===== src/rtl/bcd_pkg.sv =====
// BCD price type shared by the order-book blocks; four packed BCD digits.
package bcd_pkg;
  typedef logic [15:0] price_t;

  localparam price_t PRICE_MIN = 16'h0000;
  localparam price_t PRICE_MAX = 16'h9999;
endpackage


===== src/rtl/ob_pkg.sv =====
// Order-book types: table entry, table command ops, response status codes.
package ob_pkg;
  import bcd_pkg::*;

  localparam int UID_W = 16;
  localparam int QTY_W = 16;

  typedef logic [UID_W-1:0] uid_t;

  typedef struct packed {
    uid_t             uid;
    price_t           price;
    logic [QTY_W-1:0] qty;
  } table_t;

  typedef enum logic [1:0] {
    Tbl_Nop    = 2'b00,
    Tbl_Insert = 2'b01,
    Tbl_PopTop = 2'b10,
    Tbl_Cancel = 2'b11
  } tbl_op_t;

  typedef enum logic [2:0] {
    S_Okay               = 3'b000,
    S_ErrRejectTableFull = 3'b001,
    S_ErrTableEmpty      = 3'b010,
    S_ErrUidNotFound     = 3'b011,
    S_ErrUnsupported     = 3'b100
  } status_t;

  // Empty slots hold the worst price for the side so they never win a compare.
  localparam table_t TABLE_BID_INIT = {{UID_W{1'b0}}, PRICE_MIN, {QTY_W{1'b0}}};
  localparam table_t TABLE_ASK_INIT = {{UID_W{1'b0}}, PRICE_MAX, {QTY_W{1'b0}}};

  function automatic table_t side_init(input bit is_bid);
    return is_bid ? TABLE_BID_INIT : TABLE_ASK_INIT;
  endfunction
endpackage


===== src/rtl/ob_table_pos.sv =====
// Combinational slot search: one-hot insert position and (OB_TABLE_CANCEL_EN)
// one-hot first uid match.
module ob_table_pos
  import ob_pkg::*;
#(
  parameter int N      = 16,
  parameter bit IS_BID = 1'b1
) (
  input  bcd_pkg::price_t prices [N],
  input  logic [N-1:0]    valid,
  input  bcd_pkg::price_t price,
  output logic [N-1:0]    ins_oh
`ifdef OB_TABLE_CANCEL_EN
  ,
  input  uid_t            uids [N],
  input  uid_t            uid,
  output logic [N-1:0]    uid_oh
`endif
);

  logic [N-1:0] ins_hit;

  // Strict compare keeps equal prices ahead of the newcomer (time priority).
  always_comb begin
    ins_hit = '0;
    for (int i = 0; i < N; i++) begin
      if (IS_BID) ins_hit[i] = ~valid[i] | (prices[i] < price);
      else        ins_hit[i] = ~valid[i] | (prices[i] > price);
    end
  end

  assign ins_oh = ins_hit & (~ins_hit + N'(1));

`ifdef OB_TABLE_CANCEL_EN
  logic [N-1:0] uid_hit;

  always_comb begin
    uid_hit = '0;
    for (int i = 0; i < N; i++) uid_hit[i] = valid[i] & (uids[i] == uid);
  end

  assign uid_oh = uid_hit & (~uid_hit + N'(1));
`endif

endmodule


===== src/rtl/ob_table.sv =====
// Sorted order-book side table, best entry in slot 0, one response per command.
// Cancel-by-uid is built only when OB_TABLE_CANCEL_EN is defined.
module ob_table
  import ob_pkg::*;
#(
  parameter int N      = 16,
  parameter bit IS_BID = 1'b1
) (
  input  logic                     clk,
  input  logic                     rst_n,
  input  logic                     cmd_vld,
  input  tbl_op_t                  cmd_op,
  input  table_t                   cmd_entry,
  output logic                     cmd_rdy,
  output logic                     rsp_vld,
  output status_t                  rsp_status,
  output table_t                   rsp_entry,
  input  logic                     rsp_rdy,
  output logic                     top_vld,
  output table_t                   top,
  output logic [$clog2(N+1)-1:0]   count
);

  localparam int     CW   = $clog2(N+1);
  localparam table_t INIT = side_init(IS_BID);

  table_t          slots [N];
  logic [N-1:0]    valid;
  logic [CW-1:0]   cnt;

  table_t          up [N];
  table_t          down [N];
  bcd_pkg::price_t prices [N];
  logic [N-1:0]    ins_oh;

  table_t          nxt_slots [N];
  logic [N-1:0]    nxt_valid;
  logic [CW-1:0]   nxt_cnt;
  status_t         nxt_status;
  table_t          nxt_entry;
  logic            shift_on;
  logic            accept;

  always_comb begin
    for (int i = 0; i < N; i++) prices[i] = slots[i].price;
  end

  // Pre-shifted views of the table: up removes a slot, down opens one.
  always_comb begin
    up[N-1] = INIT;
    for (int i = 0; i < N-1; i++) up[i] = slots[i+1];
  end

  always_comb begin
    down[0] = INIT;
    for (int i = 1; i < N; i++) down[i] = slots[i-1];
  end

`ifdef OB_TABLE_CANCEL_EN
  uid_t         uids [N];
  logic [N-1:0] uid_oh;

  always_comb begin
    for (int i = 0; i < N; i++) uids[i] = slots[i].uid;
  end
`endif

  ob_table_pos #(
    .N      (N),
    .IS_BID (IS_BID)
  ) u_pos (
    .prices (prices),
    .valid  (valid),
    .price  (cmd_entry.price),
    .ins_oh (ins_oh)
`ifdef OB_TABLE_CANCEL_EN
    ,
    .uids   (uids),
    .uid    (cmd_entry.uid),
    .uid_oh (uid_oh)
`endif
  );

  always_comb begin
    nxt_slots  = slots;
    nxt_valid  = valid;
    nxt_cnt    = cnt;
    nxt_status = S_Okay;
    nxt_entry  = cmd_entry;
    shift_on   = 1'b0;
    case (cmd_op)
      Tbl_Insert: begin
        if (cnt == CW'(N)) begin
          nxt_status = S_ErrRejectTableFull;
        end else begin
          for (int i = 0; i < N; i++) begin
            shift_on = shift_on | ins_oh[i];
            if (ins_oh[i])     nxt_slots[i] = cmd_entry;
            else if (shift_on) nxt_slots[i] = down[i];
          end
          nxt_valid = {valid[N-2:0], 1'b1};
          nxt_cnt   = cnt + CW'(1);
        end
      end
      Tbl_PopTop: begin
        if (!valid[0]) begin
          nxt_status = S_ErrTableEmpty;
          nxt_entry  = INIT;
        end else begin
          nxt_slots = up;
          nxt_valid = valid >> 1;
          nxt_cnt   = cnt - CW'(1);
          nxt_entry = slots[0];
        end
      end
      Tbl_Cancel: begin
`ifdef OB_TABLE_CANCEL_EN
        if (uid_oh == '0) begin
          nxt_status = S_ErrUidNotFound;
        end else begin
          for (int i = 0; i < N; i++) begin
            shift_on = shift_on | uid_oh[i];
            if (shift_on)  nxt_slots[i] = up[i];
            if (uid_oh[i]) nxt_entry    = slots[i];
          end
          nxt_valid = valid >> 1;
          nxt_cnt   = cnt - CW'(1);
        end
`else
        nxt_status = S_ErrUnsupported;
`endif
      end
      default: ;
    endcase
  end

  assign cmd_rdy = ~rsp_vld | rsp_rdy;
  assign accept  = cmd_vld & cmd_rdy;
  assign top     = slots[0];
  assign top_vld = valid[0];
  assign count   = cnt;

  always_ff @(posedge clk or negedge rst_n) begin
    if (!rst_n) begin
      for (int i = 0; i < N; i++) slots[i] <= INIT;
      valid      <= '0;
      cnt        <= '0;
      rsp_vld    <= 1'b0;
      rsp_status <= S_Okay;
      rsp_entry  <= '0;
    end else if (accept) begin
      slots <= nxt_slots;
      valid <= nxt_valid;
      cnt   <= nxt_cnt;
      if (cmd_op != Tbl_Nop) begin
        rsp_vld    <= 1'b1;
        rsp_status <= nxt_status;
        rsp_entry  <= nxt_entry;
      end else if (rsp_rdy) begin
        rsp_vld <= 1'b0;
      end
    end else if (rsp_rdy) begin
      rsp_vld <= 1'b0;
    end
  end

endmodule


===== config.mk =====
export PLATFORM = sky130hd
export DESIGN_NAME = ob_table
export DESIGN_NICKNAME = d
export VERILOG_FILES = /design/src/rtl/bcd_pkg.sv /design/src/rtl/ob_pkg.sv /design/src/rtl/ob_table_pos.sv /design/src/rtl/ob_table.sv
export SDC_FILE = /design/constraint.sdc
export NUM_CORES = 2
export LEC_CHECK = 0
export BUFFER_PORTS_ARGS = -buffer_cell sky130_fd_sc_hd__buf_2
export CAP_MARGIN = 20
export CELL_PAD_IN_SITES_DETAIL_PLACEMENT = 2
export CELL_PAD_IN_SITES_GLOBAL_PLACEMENT = 2
export CORE_UTILIZATION = 41
export DETAILED_ROUTE_END_ITERATION = 6
export HOLD_SLACK_MARGIN = 0.12
export PLACE_DENSITY_LB_ADDON = 0.12
export SLEW_MARGIN = 30
export SYNTH_ARGS = -nofsm -noshare
export SYNTH_HDL_FRONTEND = slang
export SYNTH_SLANG_ARGS = --single-unit

===== constraint.sdc =====
create_clock -name clk -period 4 [get_ports clk]
set_input_delay 0.6 -clock clk [delete_from_list [all_inputs] [get_ports clk]]
set_output_delay 0.6 -clock clk [all_outputs]
set_load 0.05 [all_outputs]

==> results.cfg <==
[yosys]
synth_top_area_share_pct = 41.5
netlist_area_um2 = 50700
syn_inst = 5404
async_reset_ff_share_pct = 100
synth-edff-count = 0
ys_seq_area_share_pct = 41.5
yosysMostFrequentCell = nand2_1
synth-seq-cells = 841
synthTopCellsByArea = dfrtp_1, mux2i_1, nand2_1
synth_common_cells = nand2_1, dfrtp_1, mux2i_1
synth_nets = 5702
synth_warnings = 0
avgSynthCellArea_um2 = 9.38
yosys.area.top_type = dfrtp_1
ys.flop_type = dfrtp_1
synth_cell_types = 68

[timing]
slew-limit-headroom_pct = 32.6
drv_slew = 0
skew_ns = 0.0363
period_share_pct = 101
holdWs_ns = 0.218
setup_tns_ns = -0.172
setup_viol = 9
min_period_ns = 4.03
max_freq_mhz = 248
setup_slack_ns = -0.0306
tightest_slew_ns = 1.01
hold_violations = 0

[detailed_routing]
vias_per_cell = 6.29
drcViolationCount = 0
vias = 45400
drt-wirelength-per-cell_um = 28.6
wl_um = 207000
first_iter_violations = 2842
antenna_left = 0
dr.pass1.iters = 7

[placement]
dp_slack_ns = -1.06
post_dp_cell_area_um2 = 55800
routabilityCongestion = 0.884
io_buffers = 160
place_hpwl_um = 140000
dp.cells = 7005

[status]
status = complete, but fails checks
violations = negative setup slack

[die]
core_um2 = 122000
dieArea_um2 = 125000
start_util_pct = 41.5
core.rowCount = 128
dieHeight_um = 354
fp.dieW_um = 354
boundaryPins = 161

[setup_path]
startpoint_type = register
cpLargestDelayFamily = simple AND/OR/NAND/NOR gates
slowest_stage = or4b_4
worstPathRequired_ns = 4.59
crit_type = register to register
crit_chain = ha_4, nand4_1, or3_4, o32ai_2, o41a_1, nand4_1, buf_6, or2_4, buf_4, or4b_4, buf_6, buf_16, mux2i_1, o221ai_1
cp.arrival_ns = 4.62
crit_fanout = 7
critPathMaxStageDelay_ns = 0.62
path_buf_inv = 4
worstSetupEndpointType = register

[power]
p_switching_mw = 16.1
seqPwrFrac_pct = 39.2
power_mw = 39.5
combPwrFrac_pct = 36.4
internal_power_mw = 23.3
peakVddDrop_mv = 0.354
power.density_nw_per_um2 = 661
power_frac_clock_pct = 24.4
p_leak_nw = 27.0
p_sw_share_pct = 40.9

[grt]
grt_overflow = 0
met3_usage_pct = 4.50
gr-usage-all-layers_pct = 32.8
antenna_found_initial = 1
grtUsageMet1_pct = 44.5
first_global_vias = 50500
grt_first_pass_wirelength_um = 320000
grt_max_degree = 186
grt-busiest-layer = met2
grtUsageMet2_pct = 54.1

[finish]
syn2layout_area_growth_pct = 17.8
drive_above_1_share_pct = 16.9
final_cell_area_um2 = 59700
fin_nets = 5811
stdcell_count = 7217
post-route-util_pct = 48.9
diodes = 0

[run]
maxCapViolCount = 0

[clock_network]
htree_levels = 3
clkLatencyLatePin_ns = 0.76
cts_tree = done
clkTransAtPathRegs_ns = 0.06
cts_buffer_depth = 3
clockRootBuffer = clkbuf_16
cts_buffers = 102
cts.sinks = 841

[hold_path]
hold_path.class = primary input to register
==> tightest hold or removal path: stages <==
cell and delay (ns):
buf_2 0.07, nand2b_1 0.18, nand2_1 0.07
==> sequential cells by signal, indices dropped and copies added, names as in the netlist <==
signal,count
valid,16
prices,16
slots,32
count,5
down,672
rsp_vld,1
top,48
rsp_entry,48
rsp_status,3
==> power groups by stage <==
stage                     Clock [mW]  Combinational [mW]  Sequential (mW)
after floorplan                    0                8.97             14.5
final                           9.62                14.4             15.5
after global placement             0                12.9             15.3
after detailed placement           0                13.8             15.5
after CTS                       9.78                14.2             15.4
after global routing            10.1                15.7             15.9
==> routing by layer <==
layer	share of wire, %	up-vias	routed length, um
met5	0.0053	-	11
met4	2.9	2	5920
met3	4.6	355	9430
met2	48	1072	98500
met1	45	24100	92700
li1	-	19900	-
==> area by class of cell <==
cell class	count	area, um2
multi-input combinational	3968	27700
inverter	32	180
tap	1625	2030
sequential	841	21100
clock inverter	30	397
timing repair buffer	568	5380
clock buffer	153	3000
fill	12700	62500
==> what timing repair did <==
| action | 4_1_cts | 5_1_grt |
|---|---|---|
| gates resized for setup | 25 | 27 |
| pin swaps | 11 | 17 |
| hold buffers | 2 | 0 |
| hold endpoints to repair | 63 | 0 |
| cloned | 3 | 0 |
| endpoints found under the setup margin | 661 | 272 |
| setup buffers | 14 | 12 |
==> cells by family (layout without fill, tap and decap cells) <==
logic type      count (synthesis)  after routing  synth area share, %
simple gates                 1499           1499                 12.5
flops                         841            841                 41.5
xor+xnor                        5              5               0.0864
compound gates               1468           1468                 19.6
buf+inv                       595            783                 5.06
fa+ha+maj                     244            244                 6.04
mux                           752            752                 15.3
==> worst paths after layout <==
path                                   start      endpoint  slack (ns)  cells past startpoint
worst max-delay path               down[599]      down[35]       -0.03                     14
worst min-delay path                 rsp_rdy       rsp_vld        0.22                      3
worst max register to register     down[599]      down[35]       -0.03                     14
worst min register to register  rsp_entry[4]  rsp_entry[4]        0.48                      2
max in group asynchronous              rst_n     down[138]        2.16                      3
min in group asynchronous              rst_n     down[635]        0.43                      2
==> layout by cell type (no fill, tap or decap), types with 5 or more instances in the layout <==
master and count:
and3_1 12, nand3_1 251, ha_1 234, mux2_2 91, a21o_1 162, buf_12 114
a211oi_1 203, ha_4 9, o21ai_1 8, nor2b_1 54, o221ai_1 144, nor2_1 255
inv_1 16, clkbuf_1 27, a22oi_1 38, mux2i_1 635, o31ai_4 5, nand2_2 6
a2111oi_0 8, mux2_4 20, bufinv_16 5, buf_4 282, buf_2 159, nand4_1 22
clkinv_2 18, clkbuf_16 103, dfrtp_2 6, dfrtp_1 835, buf_6 7, clkbuf_8 23
inv_6 10, a21oi_1 176, mux2i_2 6, nand2b_1 15, o211ai_1 226, o21a_1 12
a22o_1 49, nand2_1 838, o21ai_0 370, o22ai_1 13
Power figures use the tool's default switching activity.
